[src/rtl/aoc_pkg.sv]
// Shared constants, widths and FSM encoding for the rotation command front end.
package aoc_pkg;

  localparam int unsigned COUNT_W_DEF = 10;
  localparam int unsigned LINE_W_DEF  = 16;

  localparam logic [7:0] ASCII_L  = 8'h4C;
  localparam logic [7:0] ASCII_R  = 8'h52;
  localparam logic [7:0] ASCII_LF = 8'h0A;
  localparam logic [7:0] ASCII_CR = 8'h0D;
  localparam logic [7:0] ASCII_0  = 8'h30;
  localparam logic [7:0] ASCII_9  = 8'h39;

  typedef enum logic [2:0] {
    IDLE     = 3'd0,
    DIR_SEEN = 3'd1,
    NUM      = 3'd2,
    DONE     = 3'd3,
    ERR      = 3'd4
  } seq_state_e;

  function automatic logic is_digit(input logic [7:0] b);
    return (b >= ASCII_0) && (b <= ASCII_9);
  endfunction

endpackage

[src/rtl/rotation_cmd_sequencer_dec_accum.sv]
// Decimal accumulator: clear / load first digit / shift in next digit, with a
// combinational next value and an overflow flag computed four bits wider.
module dec_accum #(
  parameter int unsigned COUNT_W = 10
) (
  input  logic               clk,
  input  logic               rst_n,
  input  logic               clear_i,
  input  logic               load_i,
  input  logic               shift_i,
  input  logic [3:0]         digit_i,
  output logic [COUNT_W-1:0] acc_o,
  output logic [COUNT_W-1:0] acc_nxt_o_c,
  output logic               ovf_o_c
);

  localparam int unsigned EXT_W = COUNT_W + 4;
  localparam logic [EXT_W-1:0] MAX_EXT = {4'd0, {COUNT_W{1'b1}}};

  logic [COUNT_W-1:0] acc_q, acc_d;
  logic [EXT_W-1:0]   shifted;

  // acc*10 + d cannot exceed 2^(COUNT_W+4)-1 when acc fits in COUNT_W bits
  assign shifted = EXT_W'(acc_q) * EXT_W'(10) + EXT_W'(digit_i);
  assign ovf_o_c = shifted > MAX_EXT;

  always_comb begin
    acc_d = acc_q;
    if (clear_i)      acc_d = '0;
    else if (load_i)  acc_d = COUNT_W'(digit_i);
    else if (shift_i) acc_d = shifted[COUNT_W-1:0];
  end

  always_ff @(posedge clk or negedge rst_n) begin
    if (!rst_n) acc_q <= '0;
    else        acc_q <= acc_d;
  end

  assign acc_o       = acc_q;
  assign acc_nxt_o_c = acc_d;

endmodule

[src/rtl/rotation_cmd_sequencer.sv]
// Parses "L68\n"-style ASCII lines into single-cycle step commands, flagging
// end of input (done) and malformed input (err).
module rotation_cmd_sequencer
  import aoc_pkg::*;
#(
  parameter int unsigned COUNT_W = COUNT_W_DEF,
  parameter int unsigned LINE_W  = LINE_W_DEF
) (
  input  logic               clk,
  input  logic               rst_n,
  input  logic [7:0]         in_data,
  input  logic               in_valid,
  input  logic               in_last,
  output logic               in_ready,
  output logic               step_valid,
  output logic               step_direction,
  output logic [COUNT_W-1:0] step_count,
  output logic               done,
  output logic               err,
  output logic [LINE_W-1:0]  line_count
);

  seq_state_e state_q, state_d, parse_c;

  logic               in_ready_q, in_ready_d;
  logic               step_valid_q, step_valid_d;
  logic               step_dir_q, step_dir_d;
  logic [COUNT_W-1:0] step_count_q, step_count_d;
  logic               done_q, done_d;
  logic               err_q, err_d;
  logic [LINE_W-1:0]  line_q, line_d;
  logic               dir_q, dir_d;

  logic               accept_c, is_lf_c, is_cr_c, is_dir_c, is_dig_c, issue_c;
  logic               acc_clr_c, acc_ld_c, acc_sh_c, acc_ovf_c;
  logic [3:0]         digit_c;
  logic [COUNT_W-1:0] acc_q, acc_nxt_c;

  assign accept_c = in_valid && in_ready_q;
  assign is_lf_c  = in_data == ASCII_LF;
  assign is_cr_c  = in_data == ASCII_CR;
  assign is_dir_c = (in_data == ASCII_L) || (in_data == ASCII_R);
  assign is_dig_c = is_digit(in_data);
  assign digit_c  = 4'(in_data - ASCII_0);

  dec_accum #(.COUNT_W(COUNT_W)) u_accum (
    .clk        (clk),
    .rst_n      (rst_n),
    .clear_i    (acc_clr_c),
    .load_i     (acc_ld_c),
    .shift_i    (acc_sh_c),
    .digit_i    (digit_c),
    .acc_o      (acc_q),
    .acc_nxt_o_c(acc_nxt_c),
    .ovf_o_c    (acc_ovf_c)
  );

  always_ff @(posedge clk or negedge rst_n) begin
    if (!rst_n) state_q <= IDLE;
    else        state_q <= state_d;
  end

  // Parse the byte first, then let in_last redirect the resulting state.
  always_comb begin
    parse_c = state_q;
    state_d = state_q;
    if (accept_c && !is_cr_c) begin
      case (state_q)
        IDLE: begin
          if (is_dir_c)     parse_c = DIR_SEEN;
          else if (!is_lf_c) parse_c = ERR;
        end
        DIR_SEEN: parse_c = is_dig_c ? NUM : ERR;
        NUM: begin
          if (is_lf_c)                     parse_c = IDLE;
          else if (!is_dig_c || acc_ovf_c) parse_c = ERR;
        end
        default: parse_c = state_q;
      endcase
    end
    state_d = parse_c;
    if (accept_c && in_last) begin
      case (parse_c)
        IDLE, NUM: state_d = DONE;
        DIR_SEEN:  state_d = ERR;
        default:   state_d = parse_c;
      endcase
    end
  end

  always_comb begin
    acc_clr_c = 1'b0;
    acc_ld_c  = 1'b0;
    acc_sh_c  = 1'b0;
    if (accept_c && !is_cr_c) begin
      case (state_q)
        IDLE:     acc_clr_c = is_dir_c;
        DIR_SEEN: acc_ld_c  = is_dig_c;
        NUM:      acc_sh_c  = is_dig_c;
        default:  acc_clr_c = 1'b0;
      endcase
    end
    // A line ends on LF in NUM, or on in_last while a number is pending
    issue_c = accept_c && (((state_q == NUM) && is_lf_c) ||
                           (in_last && (parse_c == NUM)));

    dir_d        = (accept_c && (state_q == IDLE) && is_dir_c) ? (in_data == ASCII_R) : dir_q;
    step_valid_d = issue_c;
    step_dir_d   = issue_c ? dir_q : step_dir_q;
    step_count_d = issue_c ? acc_nxt_c : step_count_q;
    line_d       = (issue_c && (line_q != '1)) ? line_q + LINE_W'(1) : line_q;
    done_d       = state_q == DONE;
    err_d        = state_d == ERR;
    in_ready_d   = (state_d == IDLE) || (state_d == DIR_SEEN) || (state_d == NUM);
  end

  always_ff @(posedge clk or negedge rst_n) begin
    if (!rst_n) begin
      in_ready_q   <= 1'b0;
      step_valid_q <= 1'b0;
      step_dir_q   <= 1'b0;
      step_count_q <= '0;
      done_q       <= 1'b0;
      err_q        <= 1'b0;
      line_q       <= '0;
      dir_q        <= 1'b0;
    end else begin
      in_ready_q   <= in_ready_d;
      step_valid_q <= step_valid_d;
      step_dir_q   <= step_dir_d;
      step_count_q <= step_count_d;
      done_q       <= done_d;
      err_q        <= err_d;
      line_q       <= line_d;
      dir_q        <= dir_d;
    end
  end

  assign in_ready       = in_ready_q;
  assign step_valid     = step_valid_q;
  assign step_direction = step_dir_q;
  assign step_count     = step_count_q;
  assign done           = done_q;
  assign err            = err_q;
  assign line_count     = line_q;

endmodule

[config.mk]
export PLATFORM = sky130hd
export DESIGN_NAME = rotation_cmd_sequencer
export DESIGN_NICKNAME = d
export VERILOG_FILES = /design/src/rtl/aoc_pkg.sv /design/src/rtl/rotation_cmd_sequencer_dec_accum.sv /design/src/rtl/rotation_cmd_sequencer.sv
export SDC_FILE = /design/constraint.sdc
export NUM_CORES = 1
export LEC_CHECK = 0
export BUFFER_PORTS_ARGS = -buffer_cell sky130_fd_sc_hd__buf_4
export CAP_MARGIN = 10
export CORE_MARGIN = 2
export CORE_UTILIZATION = 52
export DETAILED_ROUTE_END_ITERATION = 7
export PLACE_DENSITY = 0.82
export SLEW_MARGIN = 20
export SYNTH_ARGS = -nofsm -noshare
export SYNTH_HDL_FRONTEND = slang
export SYNTH_SLANG_ARGS = --single-unit
[constraint.sdc]
create_clock -name clk -period 3.5 [get_ports clk]
set_input_delay 0.7 -clock clk [delete_from_list [all_inputs] [get_ports clk]]
set_output_delay 0.7 -clock clk [all_outputs]
set_load 0.1 [all_outputs]
==> results.ini, run 1 <==
[pwr]
peakVddDrop_uv = 435
leakagePower_nw = 1.82
power_density_nw_per_um2 = 620

[setup_path]
cpLargestDelayFamily = adder cells
cp.required_ps = 3730
cp_num_buf_inv = 1
endpoint_kind = flop
cpMaxStageDelayCell = fa_2
crit_chain = ha_4 > ha_4 > fa_2 > o211a_1 > o21a_1 > o2111ai_2 > and4bb_1 > mux2i_2 > a21oi_2 > o22a_4 > buf_4 > nor4_4 > xor2_1
max_stage_delay_ps = 540
start_kind = flop
critPathArrivalTime_ps = 3890
cpMostUsedCell = ha_4
critPathMaxFanout = 7
crit_type = flop to flop

[final_layout]
area_growth_pct = 32.6
diodes = 0
finalInstanceArea_um2 = 3930
drive_above_1_share_pct = 31.4
nets = 400
fillers = 364
final-instance-count-excl-fill = 438
multi_input_area_um2 = 2040
seq_area_um2 = 1130
final_util_pct = 71.3

[synth]
synth-main-ff-cell = dfrtp_1
synthArstFlopShare_pct = 100
yosys.area.top_type_share_pct = 38.0
synth-edff-count = 0
synth-seq-cells = 45
synth_common_cells = dfrtp_1, nor2_1, ha_1
syn-num-nets = 330
synthMostInstantiatedCell = dfrtp_1
ys_seq_area_share_pct = 38.0
yosysWarnings = 0
syn_avg_cell_area_um2 = 10.0
ys_types = 57
ys_top_cells_by_area = dfrtp_1, ha_1, nor2_1, xor2_1, mux2_1
synth.cell_area_um2 = 2960
synth_top_area_cell = dfrtp_1
syn_inst = 296

[floorplanning]
dieWidth_um = 79.5
io_pins = 43
initial_core_util_pct = 53.8
rows = 27
dieHeight_um = 79.5
design.die.area_um2 = 6310
coreArea_um2 = 5510

[clock_network]
cts_max_path_buffers = 2
clockRootBuffer = clkbuf_8
hold_buffers = 0
clock_sinks = 45
clock_latency_ps = 310
clkSlewWorstSetupHoldPaths_ps = 90
cts-htree-levels = 2
cts_buffers = 5
cts_tree = yes

[global_routing]
grt_max_degree = 46
grt_use_total_pct = 23.5
grt_pass1_vias = 2427
antenna_found_initial = 0
grt_remaining_overflow = 0
grt_pass1_wl_um = 11700

[detailed_routing]
dr.first_iter.drc_count = 304
via_per_inst = 6.39
wl_per_cell_um = 19.9
drcViolationCount = 0
ant_nets = 0
wirelength_um = 8720
drt_pre_antenna_iters = 5
vias = 2797

[place]
place.port_buffers = 42
gp_congestion = 0.893
place_area_um2 = 3520
placedCellCount = 424
hpwl_um = 5160
pre_cts_ws_ps = -181

[sta]
setup_tns_ps = -1380
hold_violations = 0
tightest_slew_ps = 1010
max_freq_mhz = 273
finalSetupViolCount = 20
slew_viol_final = 0
fin_crit_sh_pct = 105
fin_worst_skew_ps = 8.66
layout_setup_ws_ps = -164
rsz0062_at_grt = true
slew_headroom_pct = 32.4
period_needed_ps = 3660

[run_status]
failed_checks = setup timing
outcome = finished with violations

[worst_hold_path]
hold_class = primary input to asynchronous set/reset pin

[run]
maxCapViolCount = 0

[timing repair]
| action | CTS | global route |
|---|---|---|
| endpoints found under the hold margin | 0 | 0 |
| cloned | 0 | 1 |
| endpoints found under the setup margin | 23 | 27 |
| gates resized for setup | 6 | 32 |
| pin swaps | 1 | 22 |
| setup buffers | 1 | 5 |
[report_power, final]
group          switching [mW]  total (mW)  internal, mW
Sequential             0.0938       0.697         0.603
Clock                   0.179       0.387         0.208
Combinational           0.866        1.35         0.484
Total                    1.14        2.43          1.30
[path summary, 6_finish.rpt]
check | from | end | slack (ps) | cells past startpoint
max | u_accum.acc_o[1] | line_count[4] | -160 | 13
max reg2reg | u_accum.acc_o[1] | line_count[4] | -160 | 13
min | rst_n | step_direction | 390 | 1
min in group clk | step_count[8] | step_count[8] | 490 | 1
min reg2reg | step_count[8] | step_count[8] | 490 | 1
max in group asynchronous | rst_n | err | 2720 | 1
[cell usage in the layout, fill, tap and decap left out, drive strengths merged, types with 4 or more instances in the layout]
cell type / netlist / layout
nand3: 7 / 7
mux2: 14 / 14
o21a: 4 / 4
nand2: 17 / 17
o21ai: 7 / 7
mux2i: 9 / 9
buf: 2 / 70
nor4: 11 / 11
nor2: 34 / 34
ha: 20 / 20
nand4: 5 / 5
a21oi: 13 / 13
xor2: 13 / 13
inv: 6 / 6
nor3: 10 / 10
or2: 4 / 4
nand2b: 4 / 4
dfrtp: 45 / 45
clkbuf: 6 / 5
xnor2: 9 / 9
a21o: 4 / 4
a211oi: 7 / 7
[layout make-up]
type	instances	share of cell area [%]
inverters	6	0.573
repair buffers	70	13.9
clock buffers	5	1.75
well taps	72	2.29
clock inverters	2	0.892
multi-input cells	238	51.9
flip-flops and latches	45	28.7
[state kept, by name, indices dropped and copies added (netlist names)]
register / flops
line_count: 16
step_count: 10
u_accum.acc_o: 10
state_q: 3
dir_q: 1
done: 1
err: 1
in_ready: 1
step_direction: 1
step_valid: 1
[worst register-to-register path: stages (launching register included)]
cell,delay [ps]
dfrtp_1,430
ha_4,280
ha_4,170
fa_2,540
o211a_1,150
o21a_1,170
o2111ai_2,120
and4bb_1,320
mux2i_2,310
a21oi_2,120
o22a_4,280
buf_4,170
nor4_4,330
xor2_1,210
[through the flow]
stage | hold WS, ps | total power [mW]
final | 389 | 2.43
after CTS | 411 | 2.24
after global routing | 438 | 2.54
after floorplan | 404 | 1.54
after detailed placement | 476 | 1.84
after global placement | 471 | 1.81
[cell families (layout without fill, tap and decap cells)]
family / count (synthesis) / in the layout / share of synthesized area, %
xor gates and xnor gates: 22 / 22 / 6.51
buffers and inverters: 14 / 83 / 2.15
adders and majority gates: 22 / 22 / 9.80
and+or+nand+nor: 116 / 116 / 21.8
DFF: 45 / 45 / 38.0
muxes: 23 / 23 / 8.49
AOI/OAI and AO/OA: 54 / 55 / 13.2
[metal layers]
metal | vias up | GRT usage (%) | part of all wire (%)
met3 | 46 | 4.07 | 7.3
met5 | - | 0 | 0
li1 | 1231 | - | -
met4 | 0 | 8.10 | 3.9
met1 | 1339 | 33.8 | 41
met2 | 181 | 35.8 | 47
(Power assumes the default switching activity.)
==> inputs of run 2 (changes only) <==
Settings changed: ABC_AREA from default to 1, CORE_UTILIZATION 52 to 53.
==> run 2 against run 1 <==
The run now ends clean. First-iteration DRC count decreased by 25%. Largest cell class unchanged. Synthesized cell count is 60% higher. Flip-flop and latch count unchanged. Setup slack better by 260 ps. Cell area increased by 2.2%. Critical path depth grew 7. Combinational power is 98% lower. Global-route usage is 0.13 points higher. Critical path type unchanged. Cell count grew 38%.
==> results.ini, run 2 <==
[sta]
layout_setup_ws_ps = 93.7  ; +258 ps
slew_viol_final = 0  ; unchanged
fin_worst_skew_ps = 8.58  ; -0.0875 ps
period_needed_ps = 3410  ; -258 ps
slew_headroom_pct = 39.3  ; +6.9 points
tightest_slew_ps = 908  ; -98.5 ps
fin_crit_sh_pct = 97.3  ; -7.4 points
finalSetupViolCount = 0  ; -100%
hold_violations = 0  ; unchanged
max_freq_mhz = 294  ; +7.6%

[clock_network]
hold_buffers = 0  ; unchanged
cts_buffers = 5  ; unchanged
clkSlewWorstSetupHoldPaths_ps = 80  ; about the same
cts-htree-levels = 2  ; unchanged
clockRootBuffer = clkbuf_8
clock_sinks = 45  ; unchanged
cts_max_path_buffers = 2  ; unchanged
cts_tree = yes
clock_latency_ps = 300  ; about the same

[global_routing]
grt_remaining_overflow = 0  ; unchanged
grt_pass1_wl_um = 13700  ; +17%
grt_pass1_vias = 3072  ; +27%
grt_use_total_pct = 23.6  ; +0.13 points
antenna_found_initial = 0  ; unchanged
grt_max_degree = 46  ; unchanged

[synth]
syn_inst = 475  ; +60%
synthMostInstantiatedCell = nand2_1
synth.cell_area_um2 = 3330  ; +13%
yosysWarnings = 0  ; unchanged
synthMuxAreaShare_pct = 0.300  ; -8.2 points
synth_fa_ha_area_share_pct = 8.71  ; -1.1 points
synth-seq-cells = 45  ; unchanged
ys_seq_area_share_pct = 33.8  ; -4.2 points
synth-main-ff-cell = dfrtp_1
synth_top_area_cell = dfrtp_1
ys_types = 32  ; -44%
syn-num-nets = 509  ; +54%
synth_compound_area_share_pct = 5.26  ; -7.9 points
yosys.area.top_type_share_pct = 33.8  ; -4.2 points
synth_common_cells = nand2_1, inv_1, nor2_1
synth_top_family_by_area = simple AND/OR/NAND/NOR gates
synth-edff-count = 0  ; unchanged
ys_top_cells_by_area = dfrtp_1, nand2_1, ha_1, inv_1, nand3_1
syn_avg_cell_area_um2 = 7.02  ; -30%
synthArstFlopShare_pct = 100  ; unchanged
synth_simple_gate_area_share_pct = 38.6  ; +17 points
synth-xor-area-share_pct = 4.73  ; -1.8 points

[floorplanning]
design.die.area_um2 = 6940  ; +9.9%
rows = 28  ; +3.7%
dieHeight_um = 83.3  ; +4.8%
initial_core_util_pct = 55.6  ; +1.9 points
dieWidth_um = 83.3  ; +4.8%
io_pins = 43  ; unchanged
coreArea_um2 = 5990  ; +8.8%

[place]
gp_congestion = 0.952  ; +6.6%
place.port_buffers = 42  ; unchanged
hpwl_um = 6150  ; +19%
pre_cts_ws_ps = 67.6  ; +249 ps

[final_layout]
final_common_cell = nand2_1
final_util_pct = 67.0  ; -4.3 points
drive_above_1_share_pct = 17.4  ; -14 points
nets = 563  ; +41%
area_growth_pct = 20.4
diodes = 0  ; unchanged
most-common-layout-cells = nand2_1, inv_1, buf_4
largest_register_ffs = 16  ; unchanged

[pwr]
total_power_mw = 0.932  ; -62%
clkPwrFrac_pct = 40.7  ; +25 points
leakagePower_nw = 2.21  ; +21%
power_frac_comb_pct = 3.6  ; -52 points
peakVddDrop_uv = 317  ; -27%
p_int_mw = 0.739  ; -43%
power_density_nw_per_um2 = 232  ; -63%
power.share.switching_pct = 20.7  ; -26 points
seqPwrFrac_pct = 55.7  ; +27 points
switchingPower_mw = 0.193  ; -83%

[setup_path]
startpoint = u_accum.acc_o[1]
critPathMaxFanout = 8  ; +1
rr_worst_depth = 20  ; +7
cpMostUsedCell = nand2_1
start_kind = flop
ff2ff_setup_slack_ps = 90  ; +260 ps
cp.required_ps = 3670  ; -60 ps
cpMaxStageDelayCell = dfrtp_2
endpoint_kind = flop
rr_startpoint = u_accum.acc_o[1]
crit_type = flop to flop
crit_chain = ha_4 > ha_4 > fa_2 > xnor2_1 > inv_1 > nand3_1 > nor2_1 > nand3_1 > nand2_1 > nand2_1 > nand3_1 > nand2_1 > nand2_1 > nand2_1 > nand2_2 > o21bai_4 > buf_12 > nand3_4 > nand2_2 > nand2_2
reg2reg_to = line_count[7]
max_stage_delay_ps = 450  ; -90 ps
cp_num_buf_inv = 2  ; +1
critPathArrivalTime_ps = 3580  ; -310 ps
cpLargestDelayFamily = simple AND/OR/NAND/NOR gates

[run_status]
outcome = finished clean

[detailed_routing]
drt_pre_antenna_iters = 5  ; unchanged
drcViolationCount = 0  ; unchanged
via_per_inst = 5.60  ; -12%
ant_nets = 0  ; unchanged
vias = 3380  ; +21%
wirelength_um = 8570  ; -1.7%
wl_per_cell_um = 14.2  ; -29%
dr.first_iter.drc_count = 229  ; -25%

[run]
maxCapViolCount = 0  ; unchanged

[worst_hold_path]
hold_class = primary input to asynchronous set/reset pin

## run 2: timing repair
action	in CTS	in global routing
resized for setup	0	21
hold endpoints to repair	0	0
endpoints found under the setup margin	0	30
setup buffers	0	7
## run 2: area by class of cell
cell class | count | area (um^2)
sequential | 45 | 1130
clock inverter | 2 | 35.0
multi-input combinational | 359 | 2000
clock buffer | 5 | 68.8
inverter | 66 | 253
tap | 75 | 93.8
timing repair buffer | 52 | 433
fill | 516 | 1980
## run 2: kinds of logic (layout without fill, tap and decap cells)
logic type | Yosys count | count (layout)
xor gates and xnor gates | 18 | 18
adders and majority gates | 22 | 22
buffers and inverters | 72 | 125
AOI/OAI and AO/OA | 26 | 26
and+or+nand+nor | 291 | 292
muxes | 1 | 1
DFF | 45 | 45
## run 2: worst max-delay path by stage
stage                     to  slack (ps)  cells after the start
6_report       line_count[7]          90                     20
5_1_grt        line_count[7]         -70                     20
4_1_cts        line_count[7]          30                     20
3_5_place_dp   line_count[7]          70                     20
3_3_place_gp   step_count[9]         240                     21
2_1_floorplan  line_count[0]         300                     19
## run 2: worst register-to-register path, stage by stage, from the launching register on
cell and delay (ps):
dfrtp_2 450, ha_4 260, ha_4 160, fa_2 420, xnor2_1 440, inv_1 150
nand3_1 130, nor2_1 60, nand3_1 80, nand2_1 60, nand2_1 90, nand3_1 90
nand2_1 60, nand2_1 40, nand2_1 80, nand2_2 90, o21bai_4 160, buf_12 150
nand3_4 120, nand2_2 130, nand2_2 60
## run 2: power groups by stage
| stage | clock [mW] | combinational [mW] | sequential (mW) |
|---|---|---|---|
| final | 0.379 | 0.0334 | 0.519 |
| after CTS | 0.387 | 0.0343 | 0.519 |
| after global routing | 0.407 | 0.0392 | 0.519 |
| after floorplan | 0 | 0.00866 | 0.530 |
| after detailed placement | 0 | 0.0343 | 0.530 |
| after global placement | 0 | 0.0334 | 0.530 |
## run 2: layer usage
| metal | global-route usage [%] | share of wire, % | vias to the layer above |
|---|---|---|---|
| li1 | - | - | 1650 |
| met4 | 7.45 | 2.1 | 0 |
| met2 | 40.2 | 49 | 153 |
| met5 | 0 | 0 | - |
| met1 | 30.3 | 42 | 1549 |
| met3 | 4.67 | 7.1 | 28 |
## run 2: metrics by stage
| step | hold slack, ps | instances | area [um^2] | setup TNS [ps] |
|---|---|---|---|---|
| finish | 397 | 604 | 4010 | 0 |
| global route | 431 | 604 | 4010 | -1230 |
| CTS | 412 | 595 | 3820 | 0 |
| detailed placement | 471 | 588 | 3720 | 0 |
| global placement | 468 | 588 | 3720 | 0 |
| floorplan | 404 | 475 | 3330 | 0 |
==> inputs of run 3 (changes only) <==
Settings changed: RECOVER_POWER from default to 50.
==> run 3 against run 2 <==
The run now ends with capacitance limit, slew limit left. Largest cell class unchanged. Largest power group unchanged. Die area is the same. Global-route usage unchanged. Total power decreased by 0.11%. Critical path type unchanged. Cell count is the same. Via count is 0.50% lower. Hold slack improved by 88 ps. Highest routed layer unchanged.
==> results.ini, run 3 (synthesis gave the netlist of run 2 again) <==
[final_layout]
area_growth_pct = 18.7
drive_above_1_share_pct = 14.6  ; -2.8 points
final-instance-count-excl-fill = 604  ; unchanged
diodes = 0  ; unchanged
final_common_cell = nand2_1
largest_register_ffs = 16  ; unchanged
most-common-layout-cells = nand2_1, inv_1, nor2_1
nets = 563  ; unchanged

[place]
pre_cts_ws_ps = 67.6  ; unchanged
gp_congestion = 0.952  ; unchanged
placedCellCount = 588  ; unchanged
place.port_buffers = 42  ; unchanged
hpwl_um = 6150  ; unchanged

[setup_path]
cpMostUsedCell = nand2_1
start_kind = flop
max_stage_delay_ps = 450  ; about the same
crit_type = flop to flop
endpoint_kind = flop
cp_num_buf_inv = 2  ; unchanged
cpMaxStageDelayCell = dfrtp_2
cpLargestDelayFamily = simple AND/OR/NAND/NOR gates
crit_chain = ha_4 > ha_4 > fa_2 > xnor2_1 > inv_1 > nand3_1 > nor2_1 > nand3_1 > nand2_1 > nand2_1 > nand3_1 > nand2_1 > nand2_1 > nand2_1 > nand2_2 > o21bai_4 > buf_12 > nand3_4 > nand2_2 > nand2_2
critPathMaxFanout = 8  ; unchanged
critPathArrivalTime_ps = 3560  ; -20 ps
cp.required_ps = 3670  ; about the same

[sta]
slew_viol_final = 46  ; +46
max_freq_mhz = 295  ; +0.58%
period_needed_ps = 3390  ; -19.5 ps
hold_violations = 0  ; unchanged
layout_setup_ws_ps = 113  ; +19.5 ps
tightest_slew_ps = 2440  ; +1530 ps
slew_headroom_pct = -62.6  ; -100 points
fin_crit_sh_pct = 96.8  ; -0.56 points
finalSetupViolCount = 0  ; unchanged
fin_worst_skew_ps = 9.22  ; +0.643 ps

[floorplanning]
dieHeight_um = 83.3  ; unchanged
rows = 28  ; unchanged
design.die.area_um2 = 6940  ; unchanged
io_pins = 43  ; unchanged
coreArea_um2 = 5990  ; unchanged
dieWidth_um = 83.3  ; unchanged
initial_core_util_pct = 55.6  ; unchanged

[run_status]
failed_checks = capacitance limit, slew limit
outcome = finished with violations

[clock_network]
clockRootBuffer = clkbuf_8
clock_latency_ps = 290  ; about the same
hold_buffers = 0  ; unchanged
cts_buffers = 5  ; unchanged
cts-htree-levels = 2  ; unchanged
clock_sinks = 45  ; unchanged
clkSlewWorstSetupHoldPaths_ps = 80  ; about the same
cts_tree = yes
cts_max_path_buffers = 2  ; unchanged

[global_routing]
grt_pass1_wl_um = 13700  ; unchanged
antenna_found_initial = 0  ; unchanged
grt_pass1_vias = 3072  ; unchanged
grt_use_total_pct = 23.6  ; unchanged
grt_remaining_overflow = 0  ; unchanged
grt_max_degree = 46  ; unchanged

[detailed_routing]
vias = 3363  ; -0.50%
via_per_inst = 5.57  ; -0.50%
dr.first_iter.drc_count = 243  ; +6.1%
ant_nets = 0  ; unchanged
wl_per_cell_um = 14.2  ; +0.30%
drt_pre_antenna_iters = 5  ; unchanged
wirelength_um = 8600  ; +0.30%
drcViolationCount = 0  ; unchanged

[pwr]
leakagePower_nw = 2.14  ; -2.8%
peakVddDrop_uv = 318  ; +0.36%
power_density_nw_per_um2 = 235  ; +1.3%

[worst_hold_path]
hold_class = flop to flop

[run]
maxCapViolCount = 1  ; +1

==> run 3: cell types whose count changed in the layout (fill, tap and decap cells not counted), sizes merged <==
cell / before / now
buf: 51 / 36
clkbuf: 6 / 21
==> run 3: final cells by class <==
| type | instances | area [um^2] |
|---|---|---|
| clock buffers | 5 | 68.8 |
| clock inverters | 2 | 35.0 |
| fillers | 528 | 2030 |
| inverters | 66 | 253 |
| multi-input cells | 359 | 2000 |
| flip-flops and latches | 45 | 1130 |
| well taps | 75 | 93.8 |
| repair buffers | 52 | 377 |
==> run 3: report_power, final <==
part	leakage, nW	internal [mW]	total, mW	switching (mW)
logic	1.48	0.0114	0.0332	0.0218
registers	0.606	0.519	0.519	0
clock network	0.0540	0.208	0.378	0.171
==> run 3: worst paths after layout <==
kind,from,end,slack (ps),cells past startpoint
worst max-delay path,u_accum.acc_o[1],line_count[7],110,20
worst min-delay path,step_count[8],step_count[8],490,2
worst max register to register,u_accum.acc_o[1],line_count[7],110,20
worst min register to register,step_count[8],step_count[8],490,2
max in group asynchronous,rst_n,u_accum.acc_o[1],790,1
min in group asynchronous,rst_n,line_count[10],1150,1
==> run 3: worst register-to-register path: cells and delay by family (launching register included) <==
kind                       cells  cell delay [ps]
xor gates and xnor gates       1              430
adders and majority gates      3              840
buffers and inverters          2              300
and+or+nand+nor               13             1080
AOI/OAI and AO/OA              1              160
DFF                            1              450
==> run 3: metrics by stage <==
step                area (um^2)  TNS [ps]  util [%]  power, mW  hold WS (ps)
detailed placement         3720         0      62.0      0.564           471
global route               3960     -1230      66.0      0.965           506
global placement           3720         0      62.0      0.563           468
CTS                        3820         0      63.8      0.940           412
floorplan                  3330         0         -      0.539           404
finish                     3960         0      66.0      0.931           485
==> run 3: repair_timing <==
item                                    CTS  global route
resized for setup                         0            21
endpoints found under the setup margin    0            30
buffers inserted                          0             7
==> run 3: layer usage <==
layer | up-vias | GRT usage (%) | part of all wire, %
met3 | 27 | 4.67 | 6.2
li1 | 1648 | - | -
met5 | - | 0 | 0
met4 | 0 | 7.45 | 2.3
met1 | 1539 | 30.3 | 43
met2 | 149 | 40.2 | 49
